--- src/rtl/ram_req_ctrl_if.sv ---
// Request/response bundle between a client and the RAM request front-end.
// Both directions use valid/ready: a transfer happens at a posedge where valid && ready;
// the sender holds valid and its payload steady until that edge, and ready may depend on nothing but registered state.
interface ram_req_ctrl_if #(
    parameter int DATA_W = 8,
    parameter int ADDR_W = 3
);
    logic              req_valid;
    logic              req_ready;
    logic              req_wr;
    logic [ADDR_W-1:0] req_addr;
    logic [DATA_W-1:0] req_wdata;
    logic              rsp_valid;
    logic              rsp_ready;
    logic [DATA_W-1:0] rsp_rdata;
    logic [ADDR_W-1:0] rsp_addr;

    modport master (
        output req_valid, req_wr, req_addr, req_wdata, rsp_ready,
        input  req_ready, rsp_valid, rsp_rdata, rsp_addr
    );

    modport slave (
        input  req_valid, req_wr, req_addr, req_wdata, rsp_ready,
        output req_ready, rsp_valid, rsp_rdata, rsp_addr
    );
endinterface

--- src/rtl/ram_req_ctrl.sv ---
// In-order request front-end for a single-port RAM: queues read/write requests,
// issues them one at a time, times the read latency and returns read data.
module ram_req_ctrl #(
    parameter int DATA_W     = 8,
    parameter int ADDR_W     = 3,
    parameter int FIFO_DEPTH = 4,
    parameter int RD_LAT     = 1
) (
    input  logic              clk,
    input  logic              reset,
    ram_req_ctrl_if.slave     bus,
    output logic              ram_write_enb,
    output logic              ram_read_enb,
    output logic [ADDR_W-1:0] ram_address,
    output logic [DATA_W-1:0] ram_data_in,
    input  logic [DATA_W-1:0] ram_data_out,
    output logic              busy,
    output logic [2:0]        state_dbg
);
    localparam int PTR_W   = $clog2(FIFO_DEPTH);
    localparam int CNT_W   = $clog2(RD_LAT + 1);
    localparam int ENTRY_W = 1 + ADDR_W + DATA_W;
    localparam logic [PTR_W:0]   FULL_CNT = (PTR_W + 1)'(FIFO_DEPTH);
    localparam logic [CNT_W-1:0] LAT_LOAD = CNT_W'(RD_LAT);

    typedef enum logic [2:0] {
        IDLE     = 3'd0,
        WR_ISSUE = 3'd1,
        RD_ISSUE = 3'd2,
        RD_WAIT  = 3'd3,
        RSP      = 3'd4
    } state_t;

    state_t state, state_next;

    logic [ENTRY_W-1:0] fifo_mem [FIFO_DEPTH];
    logic [PTR_W-1:0]   wr_ptr, rd_ptr;
    logic [PTR_W:0]     count, count_next;
    logic               req_ready_q;
    logic               push, pop, fifo_empty;
    logic [ENTRY_W-1:0] head;
    logic               head_wr;
    logic [ADDR_W-1:0]  head_addr;
    logic [DATA_W-1:0]  head_wdata;
    state_t             head_state;

    logic [ADDR_W-1:0]  cur_addr;
    logic [DATA_W-1:0]  cur_wdata;
    logic [CNT_W-1:0]   lat_cnt;
    logic [DATA_W-1:0]  rsp_rdata_q;
    logic [ADDR_W-1:0]  rsp_addr_q;

    // ---------------- command FIFO ----------------
    assign push       = bus.req_valid && req_ready_q;
    assign fifo_empty = (count == '0);
    assign head       = fifo_mem[rd_ptr];
    assign head_wr    = head[ENTRY_W-1];
    assign head_addr  = head[DATA_W +: ADDR_W];
    assign head_wdata = head[DATA_W-1:0];
    assign head_state = head_wr ? WR_ISSUE : RD_ISSUE;

    always_comb begin
        count_next = count + {{PTR_W{1'b0}}, push} - {{PTR_W{1'b0}}, pop};
    end

    always_ff @(posedge clk) begin
        if (push) begin
            fifo_mem[wr_ptr] <= {bus.req_wr, bus.req_addr, bus.req_wdata};
        end
    end

    // req_ready is registered from the post-edge fill level, so it is low in reset
    // and rises on the first edge after release.
    always_ff @(posedge clk or negedge reset) begin
        if (!reset) begin
            wr_ptr      <= '0;
            rd_ptr      <= '0;
            count       <= '0;
            req_ready_q <= 1'b0;
        end else begin
            if (push) begin
                wr_ptr <= wr_ptr + PTR_W'(1);
            end
            if (pop) begin
                rd_ptr <= rd_ptr + PTR_W'(1);
            end
            count       <= count_next;
            req_ready_q <= (count_next != FULL_CNT);
        end
    end

    // ---------------- issue FSM ----------------
    always_ff @(posedge clk or negedge reset) begin
        if (!reset) begin
            state <= IDLE;
        end else begin
            state <= state_next;
        end
    end

    always_comb begin
        state_next = state;
        pop        = 1'b0;
        case (state)
            IDLE: begin
                if (!fifo_empty) begin
                    pop        = 1'b1;
                    state_next = head_state;
                end
            end
            WR_ISSUE: begin
                if (!fifo_empty) begin
                    pop        = 1'b1;
                    state_next = head_state;
                end else begin
                    state_next = IDLE;
                end
            end
            RD_ISSUE: begin
                state_next = RD_WAIT;
            end
            RD_WAIT: begin
                if (lat_cnt == CNT_W'(1)) begin
                    state_next = RSP;
                end
            end
            RSP: begin
                // Nothing behind a read is issued until its response is taken.
                if (bus.rsp_ready) begin
                    if (!fifo_empty) begin
                        pop        = 1'b1;
                        state_next = head_state;
                    end else begin
                        state_next = IDLE;
                    end
                end
            end
            default: begin
                state_next = IDLE;
            end
        endcase
    end

    // ---------------- datapath ----------------
    always_ff @(posedge clk or negedge reset) begin
        if (!reset) begin
            cur_addr    <= '0;
            cur_wdata   <= '0;
            lat_cnt     <= '0;
            rsp_rdata_q <= '0;
            rsp_addr_q  <= '0;
        end else begin
            if (pop) begin
                cur_addr <= head_addr;
                // Reads leave the RAM data bus at its last written value.
                if (head_wr) begin
                    cur_wdata <= head_wdata;
                end
            end
            if (state == RD_ISSUE) begin
                lat_cnt <= LAT_LOAD;
            end else if (state == RD_WAIT) begin
                lat_cnt <= lat_cnt - CNT_W'(1);
            end
            if ((state == RD_WAIT) && (lat_cnt == CNT_W'(1))) begin
                rsp_rdata_q <= ram_data_out;
                rsp_addr_q  <= cur_addr;
            end
        end
    end

    assign ram_write_enb = (state == WR_ISSUE);
    assign ram_read_enb  = (state == RD_ISSUE);
    assign ram_address   = cur_addr;
    assign ram_data_in   = cur_wdata;

    assign bus.req_ready = req_ready_q;
    assign bus.rsp_valid = (state == RSP);
    assign bus.rsp_rdata = rsp_rdata_q;
    assign bus.rsp_addr  = rsp_addr_q;

    assign busy      = !fifo_empty || (state != IDLE);
    assign state_dbg = state;
endmodule

--- src/flat_wrapper.sv ---
// flat-port wrapper written by rule: the top's interface ports become plain ports
module ram_req_ctrl_flat 
#(
    parameter int DATA_W     = 8,
    parameter int ADDR_W     = 3,
    parameter int FIFO_DEPTH = 4,
    parameter int RD_LAT     = 1
)
  (clk, reset, ram_write_enb, ram_read_enb, ram_address, ram_data_in, ram_data_out, busy, state_dbg, bus_req_valid, bus_req_wr, bus_req_addr, bus_req_wdata, bus_rsp_ready, bus_req_ready, bus_rsp_valid, bus_rsp_rdata, bus_rsp_addr);
  ram_req_ctrl_if #(.DATA_W(DATA_W), .ADDR_W(ADDR_W)) bus_i ();
  input  logic clk;
  input  logic reset;
  output logic ram_write_enb;
  output logic ram_read_enb;
  output logic [ADDR_W-1:0] ram_address;
  output logic [DATA_W-1:0] ram_data_in;
  input  logic [DATA_W-1:0] ram_data_out;
  output logic busy;
  output logic [2:0] state_dbg;
  input wire logic [$bits(bus_i.req_valid)-1:0] bus_req_valid;
  input wire logic [$bits(bus_i.req_wr)-1:0] bus_req_wr;
  input wire logic [$bits(bus_i.req_addr)-1:0] bus_req_addr;
  input wire logic [$bits(bus_i.req_wdata)-1:0] bus_req_wdata;
  input wire logic [$bits(bus_i.rsp_ready)-1:0] bus_rsp_ready;
  output wire logic [$bits(bus_i.req_ready)-1:0] bus_req_ready;
  output wire logic [$bits(bus_i.rsp_valid)-1:0] bus_rsp_valid;
  output wire logic [$bits(bus_i.rsp_rdata)-1:0] bus_rsp_rdata;
  output wire logic [$bits(bus_i.rsp_addr)-1:0] bus_rsp_addr;
  assign bus_i.req_valid = bus_req_valid;
  assign bus_i.req_wr = bus_req_wr;
  assign bus_i.req_addr = bus_req_addr;
  assign bus_i.req_wdata = bus_req_wdata;
  assign bus_i.rsp_ready = bus_rsp_ready;
  assign bus_req_ready = bus_i.req_ready;
  assign bus_rsp_valid = bus_i.rsp_valid;
  assign bus_rsp_rdata = bus_i.rsp_rdata;
  assign bus_rsp_addr = bus_i.rsp_addr;
  ram_req_ctrl #(.DATA_W(DATA_W), .ADDR_W(ADDR_W), .FIFO_DEPTH(FIFO_DEPTH), .RD_LAT(RD_LAT)) u_core (.clk(clk), .reset(reset), .bus(bus_i), .ram_write_enb(ram_write_enb), .ram_read_enb(ram_read_enb), .ram_address(ram_address), .ram_data_in(ram_data_in), .ram_data_out(ram_data_out), .busy(busy), .state_dbg(state_dbg));
endmodule
--- config.mk ---
export PLATFORM = sky130hd
export DESIGN_NAME = ram_req_ctrl_flat
export DESIGN_NICKNAME = d
export VERILOG_FILES = /design/src/rtl/ram_req_ctrl_if.sv /design/src/rtl/ram_req_ctrl.sv /design/src/flat_wrapper.sv
export SDC_FILE = /design/constraint.sdc
export NUM_CORES = 1
export LEC_CHECK = 0
export ABC_AREA = 1
export CAP_MARGIN = 20
export CORE_MARGIN = 2
export CORE_UTILIZATION = 40
export DETAILED_ROUTE_END_ITERATION = 16
export SYNTH_ARGS = -nofsm -noshare
export SYNTH_HDL_FRONTEND = slang
export SYNTH_SLANG_ARGS = --single-unit
--- constraint.sdc ---
create_clock -name clk -period 4.01 [get_ports clk]
set_input_delay 0.6015 -clock clk [delete_from_list [all_inputs] [get_ports clk]]
set_output_delay 0.6015 -clock clk [all_outputs]
set_load 0.01 [all_outputs]
==> flow_metrics.py, run 1 <==
metrics = {
    "status": {
        "status": "complete, no violations",
    },
    "setup_path": {
        "critical_path_required_ns": 4.25,
        "crit_chain": "clkdlybuf4s50_1, nand2_1, nand2_1, nand3_2, inv_1, ha_1, inv_1, ha_1, fa_1, nor2_1, nand2_1",
        "crit_fanout": 12,
        "worstSetupPathType": "input port to flip-flop",
        "arrival_ns": 2.81,
        "cp_common_cell": "nand2_1",
        "slowest_delay_ns": 0.50,
        "critPathLaunchType": "input port",
        "worst_setup_path_end_kind": "flip-flop",
        "slowest_stage": "clkdlybuf4s50_1",
    },
    "route": {
        "route.detailed.drc": 0,
        "drt_iter0_drc": 94,
        "wl_per_cell_um": 14.2,
        "via_count": 2285,
        "drt_wl_total_mm": 6.69,
        "first_pass_iters": 5,
        "avgViaCountPerCell": 4.86,
        "ant_nets": 0,
    },
    "grt": {
        "grt_util_all_layers_pct": 15.9,
        "grt_pass1_vias": 2187,
        "grt_overflow": 0,
        "antenna_found_initial": 0,
        "top_usage_layer": "met2",
        "grtUsageMet1_pct": 21.9,
        "grt_first_pass_wirelength_mm": 10.8,
        "met3_usage_pct": 3.05,
        "grt_max_degree": 35,
        "grt_util_met2_pct": 24.7,
    },
    "synth": {
        "yosys.area.top_type": "edfxtp_1",
        "syn_nets": 331,
        "synth_ff_type": "edfxtp_1",
        "yosys-top-cells-count": "nand2_1 (70), edfxtp_1 (48), o21ai_0 (36)",
        "synthArstFlopShare_pct": 41.5,
        "synth-seq-cells": 82,
        "yosys_warnings": 0,
        "synthTopCellsByArea": "edfxtp_1 (43%), dfrtp_1 (25%), nand2_1 (7.8%)",
        "syn_inst": 300,
        "synth_top_area_share_pct": 42.8,
        "synth-edff-count": 48,
        "yosys.cell_count.top_type": "nand2_1",
        "post_synth.cell_area_avg_sq_um": 11.2,
        "syn_area_sq_um": 3370,
        "yosysUniqueCellTypes": 28,
        "ys_seq_area_share_pct": 68.1,
    },
    "place": {
        "place_congestion": 0.752,
        "dp_cells": 454,
        "io_buffers": 53,
        "dpl.hpwl_mm": 4.26,
    },
    "clock_tree": {
        "cts_buffers": 9,
        "h-tree-depth": 3,
        "clk_path_buf_depth": 2,
        "cts-root-buf": "clkbuf_8",
        "cts_hold_buffers": 0,
        "cts_sinks": 82,
        "cts_resized": 0,
        "clk_pin_slew_ns": 0.08,
        "cts_tree": "built",
        "clock_latency_ns": 0.36,
        "cts_setup_buffers": 0,
    },
    "die": {
        "start_util_pct": 41.2,
        "die-area_sq_um": 9170,
        "ios": 54,
        "core_sq_um": 8180,
        "die_h_um": 95.8,
        "die_w_um": 95.8,
        "row_count": 33,
    },
    "final_layout": {
        "nNetsFinal": 391,
        "drive_gt1_share_pct": 8.22,
        "n_antenna_cell": 0,
        "areaGrowthSynthToFinish_pct": 24.1,
        "finalNonFillerCells": 470,
    },
    "sta": {
        "fmax_ghz": 0.389,
        "fin_skew_ns": 0.0133,
        "fin_crit_sh_pct": 64.1,
        "hold_viol_final": 0,
        "slew_headroom_pct": 37.7,
        "fin_crit_ns": 2.57,
        "rsz0062_at_grt": "false",
        "final_max_slew_viol_count": 0,
        "setup_viol_count_final": 0,
        "tightestPinTransition_ns": 0.934,
        "hold_ws_ns": 0.474,
        "finalSetupTns_ns": 0,
    },
    "hold_path": {
        "hp-class": "flip-flop to flip-flop",
    },
    "power": {
        "p_leak_nw": 1.73,
        "p_per_area_nw_per_um2": 764,
        "irDropWorstVdd_mv": 0.319,
    },
    "job": {
        "cap_violations": 0,
    },
}
## where the power goes
part	switching [mW]	leakage, nW	internal (mW)
clock network	0.286	0.0753	0.223
registers	0.192	0.852	1.17
logic	0.758	0.798	0.567
## cells by family after synthesis
| group | count (synthesis) | share of synthesized area [%] |
|---|---|---|
| DFF | 82 | 68.1 |
| adders and majority gates | 7 | 2.82 |
| and+or+nand+nor | 119 | 15.0 |
| AOI/OAI and AO/OA | 50 | 7.95 |
| buffers and inverters | 37 | 4.83 |
| xor gates and xnor gates | 5 | 1.30 |
## cell type report
class	count	area, sq um
timing repair buffer	58	568
clock buffer	11	131
clock inverter	5	32.5
inverter	28	110
fill	755	4000
sequential	82	2290
multi-input combinational	181	913
tap	105	131
## path summary, 6_finish.rpt
| path | depth (start not counted) | to | slack [ns] | startpoint |
|---|---|---|---|---|
| worst min-delay path | 2 | u_core.bus.rsp_rdata[5] | 0.47 | u_core.bus.rsp_rdata[5] |
| max in group asynchronous | 2 | u_core.rd_ptr[0] | 3.03 | reset |
| worst max-delay path | 11 | u_core.bus.req_ready | 1.44 | bus_rsp_ready |
| worst min register to register | 2 | u_core.bus.rsp_rdata[5] | 0.47 | u_core.bus.rsp_rdata[5] |
| min in group asynchronous | 2 | u_core.bus.rsp_rdata[2] | 0.66 | reset |
| worst max register to register | 11 | u_core.bus.req_ready | 1.63 | u_core.state_dbg[0] |
## registers in the layout (all words and copies together), names as in the netlist
signal                cells
u_core.fifo_mem          48
u_core.rd_ptr             2
u_core.ram_address        3
u_core.ram_data_in        8
u_core.state_dbg          3
u_core.bus.rsp_rdata      8
u_core.lat_cnt            1
u_core.bus.req_ready      1
u_core.count              3
u_core.wr_ptr             2
u_core.bus.rsp_addr       3
## metrics by stage
step	instance area, sq um	worst slack, ns	utilization [%]	total power, mW
floorplan	3370	1.91	-	2.18
global placement	4020	1.11	49.1	2.69
detailed placement	4020	1.07	49.1	2.72
CTS	4180	1.43	51.1	3.23
global route	4180	1.21	51.1	3.47
finish	4180	1.44	51.1	3.19
## layer usage
layer | vias up | part of all wire, %
li1 | 1118 | -
met1 | 1085 | 47
met2 | 74 | 45
met3 | 8 | 6.2
met4 | 0 | 1.6
met5 | - | 0
## cells in the final DEF (no fill, tap or decap), drive strengths merged
cell type      instances
clkdlybuf4s50         53
nor2                  38
nor3                   2
clkbuf                11
nand3                  7
xor2                   4
edfxtp                48
o22ai                 11
dfrtp                 34
buf                    5
fa                     1
nand2                 72
inv                   28
clkinvlp               3
a21oi                  1
o21ai                 38
xnor2                  1
ha                     6
clkinv                 2
## worst max-delay path, delay by kind of cell
kind	cells	cell delay [ns]
adders and majority gates	3	0.84
buffers and inverters	3	0.82
and+or+nand+nor	5	0.52
(Power assumes the default switching activity.)
==> run 2: changes to the inputs <==
==> constraint.sdc (replaced) <==
create_clock -name clk -period 2.2 [get_ports clk]
set_input_delay 0.33 -clock clk [delete_from_list [all_inputs] [get_ports clk]]
set_output_delay 0.33 -clock clk [all_outputs]
set_load 0.01 [all_outputs]
==> run 2 against run 1 <==
Net effect:
- via count down 0.48%
- sequential share of layout area down 1.6 points
- worst hold slack worse by 0.080 ns
- register-to-register slack worse by 1.5 ns
- routed wire length up 0.99%
- combinational power up 100%
- highest routed layer unchanged
==> flow_metrics.py, run 2 (synthesis gave the netlist of run 1 again) <==
metrics = {
    "clock_tree": {
        "cts_tree": "built",
        "clock_latency_ns": 0.34,
        "cts-root-buf": "clkbuf_8",
        "h-tree-depth": 3,
        "cts_hold_buffers": 0,
        "cts_setup_buffers": 0,
        "cts_resized": 0,
        "cts_buffers": 9,
        "clk_path_buf_depth": 2,
        "cts_sinks": 82,
        "clk_pin_slew_ns": 0.08,
    },
    "final_layout": {
        "fill_cells": 744,
        "regMostFlops": "u_core.fifo_mem",
        "drive_gt1_share_pct": 10.4,
        "nNetsFinal": 400,
        "n_antenna_cell": 0,
        "final_common_cell": "nand2_1",
        "areaGrowthSynthToFinish_pct": 27.8,
        "fin_util_pct": 52.6,
        "largest_reg_flops": 48,
        "final_cell_mix": "nand2_1 (70), clkdlybuf4s50_1 (53), edfxtp_1 (48), o21ai_0 (36)",
    },
    "power": {
        "irDropWorstVdd_mv": 0.570,
        "p_leak_nw": 1.80,
        "total_power_mw": 6.20,
        "p_per_area_nw_per_um2": 1440,
    },
    "sta": {
        "tightestPinTransition_ns": 0.451,
        "fin_crit_ns": 2.08,
        "setup_viol_count_final": 0,
        "hold_viol_final": 0,
        "fin_skew_ns": 0.0118,
        "slew_headroom_pct": 69.9,
        "rsz0062_at_grt": "false",
        "final_max_slew_viol_count": 0,
        "fmax_ghz": 0.480,
        "finalSetupTns_ns": 0,
        "fin_crit_sh_pct": 94.7,
    },
    "die": {
        "die_w_um": 95.8,
        "die_h_um": 95.8,
        "ios": 54,
        "core_sq_um": 8180,
        "start_util_pct": 41.2,
        "die-area_sq_um": 9170,
        "row_count": 33,
    },
    "place": {
        "io_buffers": 53,
        "place_congestion": 0.749,
        "dpl.hpwl_mm": 4.45,
    },
    "route": {
        "drt_wl_total_mm": 6.75,
        "ant_nets": 0,
        "first_pass_iters": 4,
        "wl_per_cell_um": 14.1,
        "avgViaCountPerCell": 4.75,
        "via_count": 2274,
        "route.detailed.drc": 0,
        "drt_iter0_drc": 84,
    },
    "setup_path": {
        "critical_path_required_ns": 1.87,
        "crit_path_start": "u_core.state_dbg[2]",
        "crit_fanout": 6,
        "arrival_ns": 1.75,
        "slowest_stage": "clkdlybuf4s50_1",
        "critPathLaunchType": "flip-flop",
        "slowest_delay_ns": 0.53,
        "worst_setup_path_end_kind": "output port",
        "r2r_slack_ns": 0.15,
        "r2r-end": "u_core.bus.req_ready",
        "crit_chain": "buf_4, nor2_4, nand2_1, inv_1, clkdlybuf4s50_1",
        "r2r-start": "u_core.count[1]",
        "worstSetupPathType": "flip-flop to output port",
        "endpoint": "ram_read_enb",
        "rr_worst_depth": 10,
    },
    "hold_path": {
        "hp-class": "input port to async pin",
    },
    "job": {
        "cap_violations": 0,
    },
    "status": {
        "status": "complete, no violations",
    },
    "grt": {
        "grt_overflow": 0,
        "grt_pass1_vias": 2196,
        "grt_max_degree": 35,
        "grt_first_pass_wirelength_mm": 10.9,
        "antenna_found_initial": 0,
        "grt_util_all_layers_pct": 16.0,
    },
}
[run 2: changes by cell type in the layout (fill, tap and decap cells not counted)]
cell        delta
buf_4          +9
bufinv_16      +2
clkbuf_8       +1
clkinv_2       -2
clkinv_4       +1
clkinvlp_4     -2
[run 2: worst min path at each step]
stage | end | cells past startpoint
after global placement | u_core.bus.rsp_rdata[0] | 2
after detailed placement | u_core.bus.rsp_rdata[0] | 2
after global routing | u_core.bus.rsp_rdata[1] | 2
after floorplan | u_core.bus.req_ready | 0
final | u_core.bus.rsp_rdata[1] | 2
after CTS | u_core.bus.rsp_rdata[1] | 2
[run 2: critical path, delay by kind of cell, from the launching register on]
kind	cells	cell delay, ns
buf+inv	3	0.76
flops	1	0.38
simple gates	2	0.28
[run 2: power breakdown]
part           internal, mW  total [mW]  switching (mW)
clock network         0.674        1.19           0.515
registers              2.13        2.35           0.220
logic                  1.13        2.66            1.52
total                  3.94        6.20            2.26
[run 2: through the flow]
stage	cell area [sq um]	setup slack (ns)	cells	hold WS (ns)
2_1_floorplan	3370	0.135	300	0.0344
3_3_place_gp	4080	-0.0414	463	0.455
3_5_place_dp	4080	-0.0805	463	0.459
4_1_cts	4300	0.0993	479	0.402
5_1_grt	4300	0.00912	479	0.435
6_report	4300	0.117	479	0.394
[run 2: metal layers]
| layer | share of wire, % | wire length (um) | global-route usage (%) | vias to the layer above |
|---|---|---|---|---|
| met5 | 0 | 0 | 0 | - |
| met4 | 0.62 | 42 | 4.29 | 0 |
| met3 | 6.2 | 419 | 4.70 | 5 |
| met2 | 45 | 3060 | 25.0 | 59 |
| met1 | 48 | 3230 | 21.9 | 1076 |
| li1 | - | - | - | 1134 |
[run 2: cell type report]
cell class	instances	area, sq um	area share [%]
clock buffers	12	145	3.37
clock inverters	4	76.3	1.77
inverters	28	110	2.56
multi-input cells	181	913	21.2
flip-flops and latches	82	2290	53.3
well taps	105	131	3.05
repair buffers	67	636	14.8
